[src/rtl/counter_pkg.sv]
// Shared defaults and sizing helper for the prescaled counter family.
package counter_pkg;

  localparam int DEFAULT_WIDTH       = 4;
  localparam int DEFAULT_TICK_CYCLES = 125000000;  // 1 s at an 8 ns clock

  // Prescaler register width; never below 1 so TICK_CYCLES=1 still gets a register.
  function automatic int presc_width(input int cycles);
    return (cycles <= 1) ? 1 : $clog2(cycles);
  endfunction

endpackage

[src/rtl/tick_gen.sv]
// Prescaler: counts enabled cycles 0..TICK_CYCLES-1 and flags the expiry cycle.
module tick_gen
  import counter_pkg::*;
#(
  parameter int TICK_CYCLES = DEFAULT_TICK_CYCLES
) (
  input  logic clk,
  input  logic rst_n,
  input  logic ce,
  input  logic restart,
  output logic tick
);

  localparam int PW = presc_width(TICK_CYCLES);
  localparam logic [PW-1:0] LAST = PW'(TICK_CYCLES - 1);

  logic [PW-1:0] presc_reg;
  logic          at_last;

  assign at_last = (presc_reg == LAST);
  // Combinational expiry; the parent registers it alongside the count step.
  assign tick    = ce && at_last && !restart;

  always_ff @(posedge clk or negedge rst_n) begin
    if (!rst_n) begin
      presc_reg <= '0;
    end else if (restart) begin
      presc_reg <= '0;
    end else if (ce) begin
      presc_reg <= at_last ? '0 : presc_reg + PW'(1);
    end
  end

endmodule

[src/rtl/prescaled_counter.sv]
// Up/down counter stepped once per prescaler period, with clear/load and wrap pulse.
// Define PRESCALED_COUNTER_SATURATE_EN to hold at the boundary instead of wrapping.
module prescaled_counter
  import counter_pkg::*;
#(
  parameter int WIDTH       = DEFAULT_WIDTH,
  parameter int TICK_CYCLES = DEFAULT_TICK_CYCLES
) (
  input  logic             clk,
  input  logic             rst_n,
  input  logic             ce,
  input  logic             up,
  input  logic             clear,
  input  logic             load,
  input  logic [WIDTH-1:0] load_value,
  output logic [WIDTH-1:0] count,
  output logic             tick,
  output logic             wrap
);

  logic             step_en;
  logic             boundary;
  logic [WIDTH-1:0] count_reg;
  logic [WIDTH-1:0] count_next;
  logic [WIDTH-1:0] stepped;
  logic             tick_reg;
  logic             wrap_reg;

  tick_gen #(
    .TICK_CYCLES(TICK_CYCLES)
  ) u_tick_gen (
    .clk     (clk),
    .rst_n   (rst_n),
    .ce      (ce),
    .restart (clear | load),
    .tick    (step_en)
  );

  assign boundary = up ? (count_reg == '1) : (count_reg == '0);

  always_comb begin
    stepped = up ? count_reg + WIDTH'(1) : count_reg - WIDTH'(1);
`ifdef PRESCALED_COUNTER_SATURATE_EN
    if (boundary) begin
      stepped = count_reg;
    end
`endif
  end

  // clear beats load beats step; step_en already excludes clear/load cycles.
  always_comb begin
    count_next = count_reg;
    if (clear) begin
      count_next = '0;
    end else if (load) begin
      count_next = load_value;
    end else if (step_en) begin
      count_next = stepped;
    end
  end

  always_ff @(posedge clk or negedge rst_n) begin
    if (!rst_n) begin
      count_reg <= '0;
      tick_reg  <= 1'b0;
      wrap_reg  <= 1'b0;
    end else begin
      count_reg <= count_next;
      tick_reg  <= step_en;
      wrap_reg  <= step_en && boundary;
    end
  end

  assign count = count_reg;
  assign tick  = tick_reg;
  assign wrap  = wrap_reg;

endmodule

[config.mk]
export PLATFORM = sky130hd
export DESIGN_NAME = prescaled_counter
export DESIGN_NICKNAME = d
export VERILOG_FILES = /design/src/rtl/counter_pkg.sv /design/src/rtl/tick_gen.sv /design/src/rtl/prescaled_counter.sv
export SDC_FILE = /design/constraint.sdc
export NUM_CORES = 1
export LEC_CHECK = 0
export CAP_MARGIN = 20
export CORE_MARGIN = 2
export CORE_UTILIZATION = 30
export CTS_CLUSTER_DIAMETER = 100
export DETAILED_ROUTE_END_ITERATION = 10
export GPL_ROUTABILITY_DRIVEN = 0
export PLACE_DENSITY = 0.43
export SETUP_SLACK_MARGIN = 0.2
export SLEW_MARGIN = 20
export SYNTH_ARGS = -nofsm -noshare
export SYNTH_HDL_FRONTEND = slang
export SYNTH_HIERARCHICAL = 1
export SYNTH_SLANG_ARGS = --single-unit
[constraint.sdc]
create_clock -name clk -period 6.4 [get_ports clk]
set_input_delay 0.64 -clock clk [delete_from_list [all_inputs] [get_ports clk]]
set_output_delay 0.64 -clock clk [all_outputs]
set_load 0.05 [all_outputs]
==> impl_metrics.tcl, run 1 <==
set metrics [dict create \
    status "finished clean" \
    core_um2 6794 \
    antenna_left 0 \
    cts_resized 0 \
    drt-pass1-iter-count 4 \
    fin_crit_sh_pct 42.70 \
    critPathMaxFanout 27 \
    nets 259 \
    seq_area_um2 825.8 \
    post-synth-top-count-cell "dfrtp_1" \
    worst_slack_ps 3667 \
    post-place-ws_ps 3362 \
    rows 30 \
    yosysSeqAreaShare_pct 39.08 \
    die_x_um 87.93 \
    synth_edf_count 0 \
    tritoncts "done" \
    grt_overflow 0 \
    slew-limit-headroom_pct 47.86 \
    die_y_um 87.93 \
    synthFlopType "dfrtp_1" \
    hold_viol 0 \
    setup-tns-final_ps 0 \
    cts_inserted_buffers 5 \
    cp_cell_sequence "clkdlybuf4s50_1 > or2_2 > nor4_1 > buf_4 > nand2_1 > a21oi_1 > or4_1 > and3_1" \
    route.vias.total 1901 \
    grtUsageTotal_pct 16.64 \
    worst_pin_slew_ps 782.1 \
    cp-end-kind "register" \
    die_area_um2 7732 \
    worstReg2RegStart "u_tick_gen/presc_reg[0]" \
    syn-mean-instance-area_um2 9.070 \
    critPathLaunch "load" \
    hold_class "primary input to asynchronous set/reset pin" \
    viasPerCell 5.575 \
    ys_types 52 \
    numPortBuffers 15 \
    yosys-top-cells-count "33 x dfrtp_1, 21 x nor2_1, 18 x nand2_1, 17 x o21ai_0, 14 x a21oi_1" \
    final_layout_size_suffix_gt1_share_pct 9.796 \
    synth_top_area_share_pct 39.08 \
    insertion_delay_ps 290 \
    start_util_pct 31.10 \
    synth_area_leaders "dfrtp_1 39%, o21ai_0 4.0%, a32o_1 3.8%" \
    rsz0062_at_grt "no" \
    drc 0 \
    wl_um 5786 \
    grt_max_degree 34 \
    power_uw 420.0 \
    cts_hold_buf 0 \
    synth-seq-cells 33 \
    period_needed_ps 2733 \
    ys_async_sr_fraction_pct 100.0 \
    ios 16 \
    wire_per_inst_um 16.97 \
    first_iter_violations 132 \
    synth_fp_nets 247 \
    antenna_found_initial 0 \
    worst-path-buf-inv 2 \
    critical_path_class "primary input to register" \
    grt_pass1_wl_um 9853 \
    peakVddDrop_mv 0.08816 \
    syn2layout_area_growth_pct 15.10 \
    place_hpwl_um 3845 \
    syn_inst 233 \
    worstPathArrival_ps 2910 \
    grt_pass1_vias 1837 \
    yosysWarnings 6 \
    cpPeakStageDelay_ps 650 \
    power_density_nw_per_um2 172.7 \
    p_leak_nw 0.9138 \
    netlist_area_um2 2113 \
    drv_cap 0 \
    slowest_stage "clkdlybuf4s50_1" \
    yosysTopAreaCell "dfrtp_1" \
    crit_family "simple AND/OR/NAND/NOR gates" \
    multi_input_area_um2 1217 \
    diodes 0 \
    slew_viol_final 0 \
    htree_levels 2 \
    largest_reg_flops 27 \
    clock_sinks 33 \
    required_ps 6580 \
    clockRootBuffer "clkbuf_8" \
    fillers 717 \
    setup_viol 0 \
    clockBufferDepth 2 \
    fmax_ghz 0.3660 \
    final.setup_skew_ps 8.974 \
    cts_setup_buffers 0 \
    crit_path_start_kind "primary input" \
    clk_pin_slew_ps 80 \
]
## cells in the final DEF, fill, tap and decap left out, types with 8 or more instances in the layout
cell type        synthesis  layout
nor3_1                   8       8
nand4_1                 11      11
clkdlybuf4s50_1          0      14
a21oi_1                 14      14
nor2_1                  21      20
a32o_1                   8       8
nand2_1                 18      18
dfrtp_1                 33      33
o21ai_0                 17      17
## stage by stage
stage	util, %	cells	hold slack, ps	area, um^2
after floorplan	-	233	344.4	2113
after global placement	34.49	334	550.5	2344
after detailed placement	34.53	334	540.3	2346
after CTS	35.80	341	467.7	2432
after global routing	35.80	341	497.4	2432
final	35.80	341	424.9	2432
## layout make-up
cell class | instances | share of cell area (%)
Inverter | 6 | 0.9259
Clock buffer | 7 | 3.549
Timing Repair Buffer | 17 | 6.584
Sequential cell | 33 | 33.95
Tap cell | 96 | 4.938
Multi-Input combinational cell | 182 | 50.05
## where the power goes
part           total (mW)  internal [mW]  leakage, nW  switching [mW]
Sequential          0.213          0.210        0.458         0.00259
Clock               0.166         0.0855       0.0443          0.0810
Combinational      0.0407         0.0139        0.412          0.0268
Total               0.420          0.310        0.914           0.110
## logic make-up (layout without fill, tap and decap cells)
| family | count (synthesis) | count (layout) | synth area share, % |
|---|---|---|---|
| buffers and inverters | 18 | 30 | 3.434 |
| adder cells (fa/ha/maj) | 4 | 4 | 2.724 |
| AND/OR/NAND/NOR | 111 | 111 | 32.21 |
| XOR/XNOR | 5 | 5 | 2.073 |
| flip-flops | 33 | 33 | 39.08 |
| AO/OA/AOI/OAI | 58 | 58 | 18.53 |
| multiplexers | 4 | 4 | 1.954 |
## worst paths after layout
check / to / cells past startpoint / slack, ps
max: count[3] / 8 / 3670
min: u_tick_gen/presc_reg[10] / 1 / 420
max reg2reg: u_tick_gen/presc_reg[22] / 6 / 3840
min reg2reg: u_tick_gen/presc_reg[1] / 2 / 550
max in group asynchronous: u_tick_gen/presc_reg[13] / 1 / 5470
min in group clk: u_tick_gen/presc_reg[1] / 2 / 550
## layer usage
| metal | wire length (um) | share of wire, % | track usage [%] | up-vias |
|---|---|---|---|---|
| met1 | 2956 | 51 | 24.99 | 918 |
| met5 | 0 | 0 | 0 | - |
| li1 | - | - | - | 933 |
| met3 | 204 | 3.5 | 2.922 | 7 |
| met2 | 2545 | 44 | 23.69 | 43 |
| met4 | 80 | 1.4 | 6.154 | 0 |
(Power assumes the default switching activity.)
==> run 2, diff against run 1 <==
--- a/config.mk
+++ b/config.mk
@@ -11,7 +11,7 @@
 export CTS_CLUSTER_DIAMETER = 100
 export DETAILED_ROUTE_END_ITERATION = 10
 export GPL_ROUTABILITY_DRIVEN = 0
-export PLACE_DENSITY = 0.43
+export PLACE_DENSITY = 0.44
 export SETUP_SLACK_MARGIN = 0.2
 export SLEW_MARGIN = 20
 export SYNTH_ARGS = -nofsm -noshare
==> constraint.sdc (replaced) <==
create_clock -name clk -period 2.3 [get_ports clk]
set_input_delay 0.23 -clock clk [delete_from_list [all_inputs] [get_ports clk]]
set_output_delay 0.23 -clock clk [all_outputs]
set_load 0.05 [all_outputs]
==> run 2 against run 1 <==
  * First-iteration DRC count is 17% lower
  * Clock power rose to 2.7 times the previous value
  * Via count increased by 6.0%
  * Sequential share of layout area down 3.2 points
  * Die area unchanged
  * Setup slack lost 3400 ps
  * Critical endpoint is now u_tick_gen/presc_reg[20]
  * Highest routed layer unchanged
==> impl_metrics.tcl, run 2 (same netlist as run 1, synthesis figures left out) <==
set metrics [dict create \
    status "finished clean" \
    routed.top_layer "met4" \
    reg2reg_slack_ps 270 \
    power_frac_seq_pct 51.0 \
    cpPeakStageDelay_ps 410 \
    wl_um 6110 \
    p_comb_share_pct 11.0 \
    placed_area_um2 2537 \
    grtUsageTotal_pct 16.87 \
    largest_reg_flops 27 \
    cts_inserted_buffers 5 \
    p_leak_nw 1.061 \
    drt-pass1-iter-count 4 \
    final_cells 368 \
    cp-end-kind "register" \
    final.setup_skew_ps 10.42 \
    nets 285 \
    clockRootBuffer "clkbuf_8" \
    critical_path_class "register to register" \
    fin_crit_sh_pct 88.40 \
    fmax_ghz 0.4918 \
    wl_met2_um 2733 \
    first_iter_violations 109 \
    diodes 0 \
    drv_cap 0 \
    worst_pin_slew_ps 794.9 \
    rows 30 \
    post-place-ws_ps 60.87 \
    required_ps 2470 \
    htree_levels 2 \
    worst_slack_ps 266.8 \
    crit_path_start_kind "register" \
    setup-tns-final_ps 0 \
    route.vias.total 2016 \
    drc 0 \
    dr_wl_met3_um 273 \
    ios 16 \
    critPathMaxFanout 15 \
    antenna_found_initial 0 \
    numPortBuffers 15 \
    r2r_cells 7 \
    slowest_stage "dfrtp_1" \
    viasPerCell 5.478 \
    hold_class "primary input to asynchronous set/reset pin" \
    grt_max_degree 34 \
    syn2layout_area_growth_pct 27.24 \
    setup_viol 0 \
    p_sw_share_pct 27.37 \
    power_density_nw_per_um2 431.5 \
    place_inst 359 \
    grt_overflow 0 \
    internal_power_uw 842.7 \
    design_area_um2 2689 \
    die_x_um 87.93 \
    final_layout_size_suffix_gt1_share_pct 22.43 \
    p_switching_uw 317.5 \
    wire_per_inst_um 16.60 \
    antenna_left 0 \
    tritoncts "done" \
    rsz0062_at_grt "yes" \
    grt_pass1_vias 1891 \
    peakVddDrop_mv 0.1912 \
    die_y_um 87.93 \
    slew_viol_final 0 \
    grt_pass1_wl_um 9949 \
    period_needed_ps 2033 \
    place_hpwl_um 4341 \
    clkPwrFrac_pct 38.0 \
    worstPathArrival_ps 2210 \
    clockBufferDepth 2 \
    clock_sinks 33 \
    hold_viol 0 \
    die_area_um2 7732 \
    layout_commonest_cell "dfrtp_1" \
    cp_cell_sequence "buf_4 > nor4b_1 > nand4_1 > nor2_2 > buf_6 > o21ai_0 > a32o_1" \
    core_um2 6794 \
    most-common-layout-cells "32 x dfrtp_1, 27 x buf_4, 20 x nor2_1, 18 x nand2_1, 17 x o21ai_0" \
    start_util_pct 31.10 \
    clk_pin_slew_ps 80 \
    insertion_delay_ps 290 \
    slew-limit-headroom_pct 47.00 \
    routedLengthMet1_um 3016 \
    hold_slack_ps 15.93 \
]
run 2: cell types whose count changed in the layout (fill, tap and decap cells not counted), moves of 2 or more:
cell      before  now
nor4bb_1       2    0
nor4b_2        1    3
nor4b_1        5    3
clkinv_2       0    2
buf_4          2   27
run 2: final timing paths:
check                                                end               startpoint
worst max-delay path            u_tick_gen/presc_reg[20]  u_tick_gen/presc_reg[7]
worst min-delay path             u_tick_gen/presc_reg[2]                    rst_n
worst max register to register  u_tick_gen/presc_reg[20]  u_tick_gen/presc_reg[7]
worst min register to register   u_tick_gen/presc_reg[1]  u_tick_gen/presc_reg[1]
max in group asynchronous        u_tick_gen/presc_reg[8]                    rst_n
min in group clk                                count[2]            load_value[2]
run 2: power groups by stage:
stage               sequential, mW  clock [mW]  combinational [mW]
finish                       0.592       0.441               0.127
global route                 0.593       0.485               0.139
CTS                          0.592       0.452               0.129
detailed placement           0.603           0               0.128
global placement             0.604           0               0.130
floorplan                    0.616           0              0.0499
run 2: worst max-delay path: cells and delay by family (launching register included):
family	cells	cell delay, ps
flip-flops	1	410
AO/OA/AOI/OAI	2	380
buffers and inverters	2	360
AND/OR/NAND/NOR	3	750
run 2: layer usage:
metal | global-route usage (%) | vias to the layer above
met5 | 0 | -
met1 | 25.01 | 994
li1 | - | 976
met3 | 3.110 | 8
met4 | 6.573 | 0
met2 | 24.10 | 38
run 2: repair_timing:
action,CTS,global route
endpoints found under the setup margin,2,15
pin swaps,0,1
gates resized for setup,1,12
setup buffers,0,1
hold buffers,0,0
run 2: layout make-up:
class | count | area, um^2
clock buffers | 6 | 72.57
clock inverters | 2 | 10.01
fillers | 705 | 4105
inverters | 6 | 22.52
multi-input cells | 182 | 1277
flip-flops and latches | 33 | 827.0
well taps | 96 | 120.1
repair buffers | 43 | 359.1
run 2: through the flow:
stage | total power, mW | utilization [%]
6_report | 1.160 | 39.58
5_1_grt | 1.217 | 39.58
4_1_cts | 1.172 | 38.66
3_5_place_dp | 0.7317 | 37.35
3_3_place_gp | 0.7339 | 37.35
2_1_floorplan | 0.6655 | -
